$ cat src/rtl/ru_fault_allocator_pkg.sv
// Shared types and width helpers for the recompute-unit fault allocator.
// Holds the allocator state enum and clog2-based width functions.
package ru_fault_allocator_pkg;

  typedef enum logic [1:0] {
    COLLECT = 2'd0,
    LOCKED  = 2'd1,
    FAIL    = 2'd2
  } alloc_state_t;

  function automatic int idx_width(input int n);
    return (n > 1) ? $clog2(n) : 1;
  endfunction

  function automatic int cnt_width(input int n);
    return $clog2(n + 1);
  endfunction

endpackage

$ cat src/rtl/ru_fault_allocator_cam_match.sv
// ru_cam_match: N-entry parallel (row,col) comparator.
// Ports: key_row/key_col, entry_row/entry_col/en in; hit, idx (lowest match) out.
module ru_cam_match #(
  parameter int N     = 4,
  parameter int RW    = 4,
  parameter int CW    = 4,
  parameter int IDX_W = 2
) (
  input  logic [RW-1:0]         key_row,
  input  logic [CW-1:0]         key_col,
  input  logic [N-1:0][RW-1:0]  entry_row,
  input  logic [N-1:0][CW-1:0]  entry_col,
  input  logic [N-1:0]          en,
  output logic                  hit,
  output logic [IDX_W-1:0]      idx
);

  // Scan high to low so the lowest matching index wins.
  always_comb begin
    hit = 1'b0;
    idx = '0;
    for (int i = N - 1; i >= 0; i--) begin
      if (en[i] && entry_row[i] == key_row &&
          entry_col[i] == key_col) begin
        hit = 1'b1;
        idx = IDX_W'(i);
      end
    end
  end

endmodule

$ cat src/rtl/ru_fault_allocator.sv
// ru_fault_allocator: dedupes BIST fault reports and binds them to RU slots.
// Ports: fault_* handshake in, ru_row/ru_col/ru_en table out, status, lookup.
module ru_fault_allocator
  import ru_fault_allocator_pkg::*;
#(
  parameter int ROWS   = 4,
  parameter int COLS   = 4,
  parameter int NUM_RU = 4,
  parameter int IDX_W  = idx_width(NUM_RU),
  parameter int CNT_W  = cnt_width(NUM_RU)
) (
  input  logic                          clk,
  input  logic                          rst_n,
  input  logic                          clear,
  input  logic                          fault_valid,
  output logic                          fault_ready,
  input  logic [ROWS-1:0]               fault_row,
  input  logic [COLS-1:0]               fault_col,
  input  logic                          bist_done,
  output logic [NUM_RU-1:0][ROWS-1:0]   ru_row,
  output logic [NUM_RU-1:0][COLS-1:0]   ru_col,
  output logic [NUM_RU-1:0]             ru_en,
  output logic [CNT_W-1:0]              num_faults,
  output logic                          repair_ok,
  output logic                          repair_fail,
  output logic                          coord_err,
  input  logic [ROWS-1:0]               lookup_row,
  input  logic [COLS-1:0]               lookup_col,
  output logic                          lookup_hit,
  output logic [IDX_W-1:0]              lookup_idx
);

  alloc_state_t state, state_nxt;

  logic             accept;
  logic             bad;
  logic             dup_hit;
  logic [IDX_W-1:0] dup_idx;
  logic             dup;
  logic             full;
  logic             store;
  logic             overflow;
  logic             lk_hit;
  logic [IDX_W-1:0] lk_idx;

  ru_cam_match #(
    .N(NUM_RU), .RW(ROWS), .CW(COLS), .IDX_W(IDX_W)
  ) u_dedupe (
    .key_row(fault_row), .key_col(fault_col),
    .entry_row(ru_row), .entry_col(ru_col), .en(ru_en),
    .hit(dup_hit), .idx(dup_idx)
  );

  ru_cam_match #(
    .N(NUM_RU), .RW(ROWS), .CW(COLS), .IDX_W(IDX_W)
  ) u_lookup (
    .key_row(lookup_row), .key_col(lookup_col),
    .entry_row(ru_row), .entry_col(ru_col), .en(ru_en),
    .hit(lk_hit), .idx(lk_idx)
  );

  assign accept   = fault_valid & fault_ready;
  assign bad      = (fault_row >= ROWS'(ROWS)) |
                    (fault_col >= COLS'(COLS));
  assign dup      = dup_hit & ru_en[dup_idx];
  assign full     = (num_faults == CNT_W'(NUM_RU));
  assign store    = accept & ~bad & ~dup & ~full;
  assign overflow = accept & ~bad & ~dup & full;

  always_ff @(posedge clk) begin
    if (!rst_n) state <= COLLECT;
    else        state <= state_nxt;
  end

  // Overflow beats bist_done; a stored entry is already in the table.
  always_comb begin
    state_nxt = state;
    case (state)
      COLLECT: begin
        if (clear)          state_nxt = COLLECT;
        else if (overflow)  state_nxt = FAIL;
        else if (bist_done) state_nxt = LOCKED;
      end
      LOCKED, FAIL: begin
        if (clear) state_nxt = COLLECT;
      end
      default: state_nxt = COLLECT;
    endcase
  end

  always_comb begin
    fault_ready = (state == COLLECT) & rst_n & ~clear;
    repair_ok   = (state == LOCKED);
    repair_fail = (state == FAIL);
  end

  always_ff @(posedge clk) begin
    if (!rst_n || clear) begin
      ru_row     <= '0;
      ru_col     <= '0;
      ru_en      <= '0;
      num_faults <= '0;
      coord_err  <= 1'b0;
      lookup_hit <= 1'b0;
      lookup_idx <= '0;
    end else begin
      if (accept && bad) coord_err <= 1'b1;
      if (store) begin
        for (int i = 0; i < NUM_RU; i++) begin
          if (num_faults == CNT_W'(i)) begin
            ru_row[i] <= fault_row;
            ru_col[i] <= fault_col;
            ru_en[i]  <= 1'b1;
          end
        end
        num_faults <= num_faults + CNT_W'(1);
      end
      lookup_hit <= lk_hit;
      lookup_idx <= lk_idx;
    end
  end

endmodule

$ cat config.mk
export PLATFORM = sky130hd
export DESIGN_NAME = ru_fault_allocator
export DESIGN_NICKNAME = d
export VERILOG_FILES = /design/src/rtl/ru_fault_allocator_pkg.sv /design/src/rtl/ru_fault_allocator_cam_match.sv /design/src/rtl/ru_fault_allocator.sv
export SDC_FILE = /design/constraint.sdc
export NUM_CORES = 1
export LEC_CHECK = 0
export BUFFER_PORTS_ARGS = -buffer_cell sky130_fd_sc_hd__clkbuf_2
export CAP_MARGIN = 20
export CORE_UTILIZATION = 30
export DETAILED_ROUTE_END_ITERATION = 12
export PLACE_DENSITY = 0.58
export SYNTH_ARGS = -nofsm -noshare
export SYNTH_HDL_FRONTEND = slang
export SYNTH_SLANG_ARGS = --single-unit
$ cat constraint.sdc
create_clock -name clk -period 1.93 [get_ports clk]
set_clock_uncertainty 0.1 [all_clocks]
set_input_delay 0.386 -clock clk [delete_from_list [all_inputs] [get_ports clk]]
set_output_delay 0.386 -clock clk [all_outputs]
set_load 0.03 [all_outputs]
==> impl_metrics.csv <==
group,metric,value,unit
status,status,"finished, final reports clean",
synthesis,ys_seq_elements,45,
floorplan,die_h,93.95,um
synthesis,yosysTopAreaCellShare,0.3552,
global_route,grt_max_degree,29,
place,place_hpwl,6232,um
synthesis,synth_seq_area_share,0.3552,
drt,antenna_left,0,
power,p_comb_frac,0.110,
setup_path,critPathKind,"flop to flop",
sta,max_freq,540.0,MHz
global_route,antenna_found_initial,0,
clocking,clkLatencyLatePin,0.30,ns
synthesis,synth_cell_types,34,
drt,wl_per_cell,15.48,um
sta,worstMarginPinSlew,0.4605,ns
synthesis,syn_nets,306,
clocking,cts_root_buffer,"clkbuf_8",
synthesis,synth_area,0.002536,mm2
sta,final-setup-viol-count,0,
power,seqPwrFrac,0.491,
place,place_congestion,0.9124,
synthesis,synthTopCellsByCount,"xnor2_1, dfxtp_1, nand2_1, nand4_1, xor2_1",
clocking,clk_path_buf_depth,2,
power,worst_ir_drop_vdd,0.0002583,V
sta,final_hold_viol_count,0,
synthesis,synthMuxAreaShare,0.06709,
drt,vias_per_cell,4.714,
setup_path,arrival,1.98,ns
floorplan,ios,67,
setup_path,critPathLaunchType,"flop",
finish,regArea,903.4,um2
drt,drt_iter0_drc,91,
place,placed_area,0.003274,mm2
synthesis,synthFlopType,"dfxtp_1",
synthesis,synth_fa_ha_area_frac,0.03947,
power,p_total,1.898,mW
synthesis,syn_avg_cell_area,9.156,um2
floorplan,chipWidth,93.95,um
finish,finish.utilization,0.4252,
flow_run,cap_violations,0,
power,p_int,1.437,mW
power,leakagePower,1.585,nW
finish,syn2layout_area_growth,37.74,%
floorplan,coreArea,0.008217,mm2
sta,timing.final.crit_period,1.852,ns
finish,fin_cells,489,
finish,diodes,0,
floorplan,placementRows,33,
synthesis,netlist_instances,277,
synthesis,ys_top_cells_by_area,"dfxtp_1, xnor2_1, mux2i_1",
finish,nNetsFinal,412,
global_route,track_usage,0.1801,
clocking,clock-sinks,45,
sta,setup_ws,0.07827,ns
clocking,cts_max_level,2,
setup_path,cp_max_fo,6,
power,pwr-share-clk,0.399,
synthesis,synth-edff-count,0,
sta,finalCritPeriodShare,0.9594,
finish,multiInputGateArea,0.001622,mm2
clocking,clkSlewWorstSetupHoldPaths,0.09,ns
setup_path,required,2.06,ns
drt,firstDrtPassIters,5,
drt,drc_errors,0,
drt,vias,2305,
synthesis,async_flop_share,0,
power,p_sw_frac,0.2428,
finish,final_layout_size_suffix_gt1_frac,0.3646,
synthesis,synth_compound_area_frac,0.03848,
floorplan,initial_core_util,0.3087,
synthesis,synth-xor-area-share,0.2210,
sta,slew_headroom,0.6906,
drt,wirelength,7570,um
synthesis,synth_top_area_cell,"dfxtp_1",
global_route,grt_first_pass_wirelength,11790,um
worst_hold_path,hp-class,"primary input to flop",
synthesis,synth_top_family_by_area,"simple AND/OR/NAND/NOR gates",
clocking,cts_tree,"done",
place,io_buffers,66,
setup_path,crit_path_end_kind,"flop",
floorplan,die_area,0.008826,mm2
clocking,ctsHoldBuffers,0,
place,dp.cells,480,
synthesis,yosysWarningCount,0,
global_route,grt_pass1_vias,2230,
power,p_per_area,543.3,mW/mm2
finish,fin_area,0.003493,mm2
power,p_switching,460.8,uW
synthesis,yosys.area_share.simple,0.2353,
sta,drv_slew,0,
finish,fillers,814,
clocking,cts-buffers-inserted,5,
place,dp_worst_setup_slack,-0.3214,ns
global_route,grt-ovfl-total,0,
synthesis,yosysMostFrequentCell,"xnor2_1",
## worst paths after layout
check                           cells after the start       from        end  slack [ns]
worst min register to register                      1  coord_err  coord_err        0.38
worst max-delay path                                7  ru_row[5]  ru_col[8]        0.08
worst max register to register                      7  ru_row[5]  ru_col[8]        0.08
worst min-delay path                                3  bist_done   state[0]        0.31
## power groups by stage
stage                     Clock [mW]  Combinational (mW)  Sequential (mW)
after CTS                      0.775               0.201            0.932
after detailed placement           0               0.199            0.954
after global placement             0               0.198            0.953
final                          0.758               0.208            0.932
after floorplan                    0               0.126            0.956
after global routing           0.813               0.224            0.933
## logic make-up after synthesis
group,count (synthesis)
and+or+nand+nor,103
DFF,45
muxes,17
buffers and inverters,24
adders and majority gates,8
AOI/OAI and AO/OA,16
xor gates and xnor gates,64
## final cells by class
cell class / count / area share
Sequential cell: 45 / 0.2586
Timing Repair Buffer: 113 / 0.1956
Multi-Input combinational cell: 208 / 0.4642
Clock inverter: 1 / 0.008596
Tap cell: 105 / 0.03761
Clock buffer: 7 / 0.02471
Inverter: 10 / 0.01074
## metrics by stage
stage               hold slack, ns  setup TNS (ns)
floorplan                   0.4054         -0.1948
global placement            0.3563          -9.521
detailed placement          0.3592          -10.31
CTS                         0.3210               0
global route                0.3221        -0.03735
finish                      0.3069               0
## layer usage
layer / wire (um) / GRT usage / up-vias
met5: 0 / 0 / -
met4: 122 / 0.05385 / 0
met3: 359 / 0.03883 / 8
met2: 3540 / 0.2938 / 57
met1: 3548 / 0.2363 / 1081
li1: - / - / 1159
## critical path, cell delays in order, from the launching register on
cell and delay (ns):
dfxtp_1 0.33, xnor2_1 0.29, nand4_1 0.14, nor3_1 0.29, a31oi_2 0.13, nand4_1 0.14
buf_4 0.16, mux2i_1 0.20
## flip-flops by register name, indices dropped and copies added, names as in the netlist
| name | count |
|---|---|
| ru_col | 16 |
| ru_row | 16 |
| ru_en | 4 |
| num_faults | 3 |
| lookup_idx | 2 |
| state | 2 |
| coord_err | 1 |
| lookup_hit | 1 |
## cells in the final DEF, fill, tap and decap left out, types with 3 or more instances in the layout
master | synthesis | final
nor3_1 | 7 | 5
clkbuf_8 | 0 | 6
nand2_1 | 28 | 28
nor4_1 | 5 | 4
nand4_1 | 18 | 18
mux2i_1 | 17 | 17
o21a_1 | 4 | 4
nand3_1 | 9 | 9
buf_4 | 1 | 47
a21oi_1 | 7 | 7
nand2b_1 | 3 | 3
and3_1 | 16 | 16
nor2_1 | 4 | 4
inv_1 | 10 | 10
dfxtp_1 | 45 | 43
clkbuf_2 | 0 | 64
nor4_4 | 1 | 3
xor2_1 | 18 | 17
xnor2_2 | 0 | 3
ha_1 | 8 | 7
xnor2_1 | 46 | 43
## timing repair
action                                  in CTS  in global routing
resized for setup                            1                 16
hold endpoints to repair                     0                  0
endpoints found under the setup margin       1                 38
pin swaps                                    0                 15
setup buffers                                0                  1
No activity file was read; power rests on OpenSTA's default activity.
